===== config.mk =====
export PLATFORM = sky130hd
export DESIGN_NAME = lc3_decode_stage_elastic
export DESIGN_NICKNAME = d
export VERILOG_FILES = /design/src/rtl/lc3_decode_stage_elastic.sv
export SDC_FILE = /design/constraint.sdc
export NUM_CORES = 1
export LEC_CHECK = 0
export BUFFER_PORTS_ARGS = -buffer_cell sky130_fd_sc_hd__buf_2
export CELL_PAD_IN_SITES_DETAIL_PLACEMENT = 1
export CELL_PAD_IN_SITES_GLOBAL_PLACEMENT = 1
export CORE_MARGIN = 8
export CORE_UTILIZATION = 42
export DETAILED_ROUTE_END_ITERATION = 10
export PLACE_DENSITY_LB_ADDON = 0.05
export SLEW_MARGIN = 20
export SYNTH_ARGS = -nofsm -noshare
export SYNTH_HDL_FRONTEND = slang
export SYNTH_SLANG_ARGS = --single-unit

===== constraint.sdc =====
create_clock -name clock -period 6.06 [get_ports clock]
set_input_delay 1.212 -clock clock [delete_from_list [all_inputs] [get_ports clock]]
set_output_delay 1.212 -clock clock [all_outputs]
set_load 0.1 [all_outputs]

===== src/rtl/lc3_decode_stage_elastic.sv =====
// LC3 decode stage with valid/ready handshake, optional skid buffer and flush.
// Decodes in_ir at the input and registers the decoded entry toward execute.
module lc3_decode_stage_elastic #(
    parameter int unsigned NPC_W   = 16,
    parameter bit          ELASTIC = 1'b1
) (
    input  logic             clock,
    input  logic             reset,
    input  logic             flush,
    input  logic             in_valid,
    output logic             in_ready,
    input  logic [15:0]      in_ir,
    input  logic [NPC_W-1:0] in_npc,
    output logic             out_valid,
    input  logic             out_ready,
    output logic [5:0]       e_control,
    output logic             mem_control,
    output logic [1:0]       w_control,
    output logic [15:0]      ir,
    output logic [NPC_W-1:0] npc_out,
    output logic             illegal
);

    typedef struct packed {
        logic [5:0]       e;
        logic             mem;
        logic [1:0]       w;
        logic             ill;
        logic [15:0]      ir;
        logic [NPC_W-1:0] npc;
    } entry_t;

    entry_t dec;
    entry_t main_q;
    logic   main_v;
    logic   alive;

    // e layout: {alu_control[1:0], pcselect1[1:0], pcselect2, op2select}
    always_comb begin
        dec     = '0;
        dec.ir  = in_ir;
        dec.npc = in_npc;
        case (in_ir[15:12])
            4'b0001: dec.e[0] = ~in_ir[5];
            4'b0101: begin
                dec.e[5:4] = 2'b01;
                dec.e[0]   = ~in_ir[5];
            end
            4'b1001: dec.e[5:4] = 2'b10;
            4'b0000,
            4'b0011: dec.e[3:1] = 3'b011;
            4'b1100: dec.e[3:2] = 2'b11;
            4'b0010: begin
                dec.e[3:1] = 3'b011;
                dec.w      = 2'b10;
            end
            4'b0110: begin
                dec.e[3:2] = 2'b10;
                dec.w      = 2'b10;
            end
            4'b1010: begin
                dec.e[3:1] = 3'b011;
                dec.w      = 2'b10;
                dec.mem    = 1'b1;
            end
            4'b1110: begin
                dec.e[3:1] = 3'b011;
                dec.w      = 2'b01;
            end
            4'b0111: dec.e[3:2] = 2'b10;
            4'b1011: begin
                dec.e[3:1] = 3'b011;
                dec.mem    = 1'b1;
            end
            default: dec.ill = 1'b1;
        endcase
    end

    // Holds in_ready low while reset is asserted and releases it one edge later.
    always_ff @(posedge clock or posedge reset) begin
        if (reset) alive <= 1'b0;
        else       alive <= 1'b1;
    end

    generate
        if (ELASTIC) begin : g_elastic
            entry_t skid_q;
            logic   skid_v;
            logic   accept;
            logic   drain;

            assign in_ready = alive & ~skid_v;
            assign accept   = in_valid & in_ready & ~flush;
            assign drain    = main_v & out_ready;

            // Skid only fills while main is occupied, so it always holds the younger entry.
            always_ff @(posedge clock or posedge reset) begin
                if (reset) begin
                    main_q <= '0;
                    main_v <= 1'b0;
                    skid_q <= '0;
                    skid_v <= 1'b0;
                end else if (flush) begin
                    main_v <= 1'b0;
                    skid_v <= 1'b0;
                end else if (!main_v || drain) begin
                    if (skid_v) begin
                        main_q <= skid_q;
                        main_v <= 1'b1;
                        skid_v <= accept;
                        if (accept) skid_q <= dec;
                    end else begin
                        main_v <= accept;
                        if (accept) main_q <= dec;
                    end
                end else if (accept) begin
                    skid_q <= dec;
                    skid_v <= 1'b1;
                end
            end
        end else begin : g_single
            logic accept;

            assign in_ready = alive & (~main_v | out_ready);
            assign accept   = in_valid & in_ready & ~flush;

            always_ff @(posedge clock or posedge reset) begin
                if (reset) begin
                    main_q <= '0;
                    main_v <= 1'b0;
                end else if (flush) begin
                    main_v <= 1'b0;
                end else if (accept) begin
                    main_q <= dec;
                    main_v <= 1'b1;
                end else if (out_ready) begin
                    main_v <= 1'b0;
                end
            end
        end
    endgenerate

    assign out_valid   = main_v;
    assign e_control   = main_q.e;
    assign mem_control = main_q.mem;
    assign w_control   = main_q.w;
    assign illegal     = main_q.ill;
    assign ir          = main_q.ir;
    assign npc_out     = main_q.npc;

endmodule


==> load_flow_metrics.sql <==
INSERT INTO impl_metrics (metric_group, metric, value, unit) VALUES
('timing', 'tightest_slew', '0.925', 'ns'),
('cts', 'cts_made_buffers', '9', ''),
('synthesis', 'synth_top_cells_by_count', 'dfrtp_1, a31oi_1, a21oi_1, mux2i_1, mux2_2', ''),
('cts', 'post_cts_resize_count', '0', ''),
('timing', 'hold_violations', '0', ''),
('run', 'maxCapViolCount', '0', ''),
('timing', 'setup_viols_final', '0', ''),
('global_routing', 'groute.usage.overall', '16.2', '%'),
('timing', 'period_needed', '3.15', 'ns'),
('power_and_ir_drop', 'ir_worst_vdd', '165', 'uV'),
('layout', 'multi_input_area', '1670', 'um2'),
('synthesis', 'synthFlopType', 'dfrtp_1', ''),
('worst_hold_path', 'hold-path-cell-count', '1', ''),
('layout', 'final_core_utilization', '49.4', '%'),
('cts', 'worst_skew_pair.late_latency', '0.36', 'ns'),
('layout', 'areaGrowthSynthToFinish', '16.6', '%'),
('die', 'std_cell_rows', '36', ''),
('detailed_routing', 'detailedRoute.firstIterationViolations', '116', ''),
('timing', 'max-slew-margin-rel', '38.3', '%'),
('worst_setup_path', 'timing.critical_path.from_type', 'primary input', ''),
('placement', 'gp_congestion', '0.691', ''),
('global_routing', 'first_global_vias', '3192', ''),
('die', 'fp.dieW', '114', 'um'),
('global_routing', 'grt_start_max_net_pins', '51', ''),
('synthesis', 'synthArstFlopShare', '100', '%'),
('worst_setup_path', 'worstPathArrival', '3.39', 'ns'),
('detailed_routing', 'avgViaCountPerCell', '5.35', ''),
('placement', 'buffer_ports.inserted', '80', ''),
('cts', 'cts-root-to-sink-buffers', '2', ''),
('global_routing', 'globalRouteMet3Util', '4.43', '%'),
('layout', 'drive_gt1_share', '38.0', '%'),
('layout', 'fillers', '1043', ''),
('timing', 'final.setup_skew', '0.0104', 'ns'),
('die', 'initial_utilization', '42.4', '%'),
('cts', 'holdBufCountCts', '0', ''),
('global_routing', 'globalRouteMet1Util', '19.9', '%'),
('worst_setup_path', 'critical_path.cell_chain', 'buf_2, nand2b_2, and3_2, mux2_2', ''),
('layout', 'nNetsFinal', '432', ''),
('detailed_routing', 'detail_route.first_pass.iterations', '4', ''),
('die', 'core_area', '9550', 'um2'),
('synthesis', 'yosys_warnings', '0', ''),
('cts', 'cts_setup_buffers', '0', ''),
('worst_setup_path', 'cp_top_family', 'simple AND/OR/NAND/NOR gates', ''),
('worst_setup_path', 'critical_path_endpoint_category', 'register', ''),
('detailed_routing', 'wl_per_cell', '18.8', 'um'),
('synthesis', 'netlist_instances', '330', ''),
('timing', 'setup_total_negative_slack', '0', 'ns'),
('die', 'top_level_ports', '81', ''),
('worst_hold_path', 'worst_hold_path_type', 'reg -> reg', ''),
('global_routing', 'grt_pass1_wl', '16600', 'um'),
('cts', 'cts-root-buf', 'clkbuf_8', ''),
('timing', 'post-route-period-util', '51.9', '%'),
('worst_setup_path', 'timing.critical_path.required', '6.31', 'ns'),
('cts', 'worst_setup_hold_path_clk_slew', '0.09', 'ns'),
('worst_setup_path', 'setup.worst_path.class', 'in -> reg', ''),
('synthesis', 'synth_area_per_cell', '12.3', 'um2'),
('synthesis', 'postSynthRegisterBits', '87', ''),
('cts', 'clock_sinks', '87', ''),
('worst_setup_path', 'timing.critical_path.fanout_max', '42', ''),
('synthesis', 'post-synth-top-count-cell', 'dfrtp_1', ''),
('timing', 'clock.fmax', '318', 'MHz'),
('detailed_routing', 'route.final.wire_length', '10000', 'um'),
('placement', 'detailed_place_hpwl', '6260', 'um'),
('timing', 'finalMaxSlewViolations', '0', ''),
('global_routing', 'gr-usage-met2', '27.1', '%'),
('worst_setup_path', 'timing.reg2reg.worst_path_depth', '3', ''),
('synthesis', 'post_synth_main_area_contributors', 'dfrtp_1, mux2i_1, mux2_2, mux2_4, a31oi_1', ''),
('layout', 'ff_latch_area', '2180', 'um2'),
('cts', 'cts_tree', 'done', ''),
('detailed_routing', 'num_vias', '2851', ''),
('outcome', 'status', 'finished clean', '');
==> layer usage <==
| layer | part of all wire [%] | routed length (um) |
|---|---|---|
| met3 | 4.9 | 492 |
| met4 | 1.2 | 119 |
| met5 | 0 | 0 |
| met1 | 46 | 4630 |
| met2 | 48 | 4790 |
==> flip-flops by register name, summed over array words and instances (netlist names) <==
name and cells:
alive 1, out_valid 1, illegal 1, g_elastic.skid_q 42
mem_control 1, e_control 6, g_elastic.skid_v 1, w_control 2
npc_out 16, ir 16
==> final timing paths <==
check                          start             endpoint  slack [ns]
min in group asynchronous      reset  g_elastic.skid_q[1]        0.93
hold reg to reg              illegal              illegal        0.49
hold / removal               illegal              illegal        0.49
setup reg to reg           out_valid         w_control[1]        3.49
max in group asynchronous      reset     g_elastic.skid_v        4.03
setup / recovery           out_ready         w_control[1]        2.91
==> where the power goes <==
group | total, W | internal (W) | switching, W
Combinational | 0.000630 | 0.000126 | 0.000504
Sequential | 0.000728 | 0.000674 | 0.0000539
Clock | 0.000465 | 0.000247 | 0.000219
Total | 0.00182 | 0.00105 | 0.000777
==> through the flow <==
step	cell area [um2]	hold slack [ns]	power (W)	std cells	setup WS, ns
global placement	4490	0.467	0.00136	517	2.57
floorplan	4050	0.480	0.00125	330	2.60
CTS	4720	0.502	0.00185	533	2.93
finish	4720	0.491	0.00182	533	2.91
global route	4720	0.518	0.00190	533	2.82
detailed placement	4490	0.479	0.00137	517	2.53
==> worst register-to-register path, cell delays in order, from the launching register on <==
cell	delay (ns)
dfrtp_1	0.40
nand2b_2	0.66
and3_2	0.96
mux2_2	0.43
==> cells by family (layout without fill, tap and decap cells) <==
group | count (synthesis) | count (layout) | synth area share, %
AOI/OAI and AO/OA | 89 | 89 | 13.3
DFF | 87 | 87 | 53.8
muxes | 79 | 79 | 22.6
buffers and inverters | 41 | 111 | 5.13
and+or+nand+nor | 33 | 33 | 5.10
other | 1 | 1 | 0.0927
==> area by class of cell <==
type / count / area share, %
Sequential cell: 87 / 46.2
Inverter: 9 / 0.742
Clock inverter: 6 / 1.94
Timing Repair Buffer: 86 / 9.44
Tap cell: 133 / 3.53
Clock buffer: 10 / 2.92
Multi-Input combinational cell: 202 / 35.3
==> cells in the final DEF (no fill, tap or decap), types with 3 or more instances in the layout <==
master and instances:
mux2_2 26, a31oi_1 38, nor2b_1 4, nand2_1 11
buf_2 80, a21oi_1 34, mux2_4 18, inv_1 8
dfrtp_1 86, nor3_1 3, mux2i_1 34, buf_4 6
clkbuf_8 10
Power figures use the tool's default switching activity.
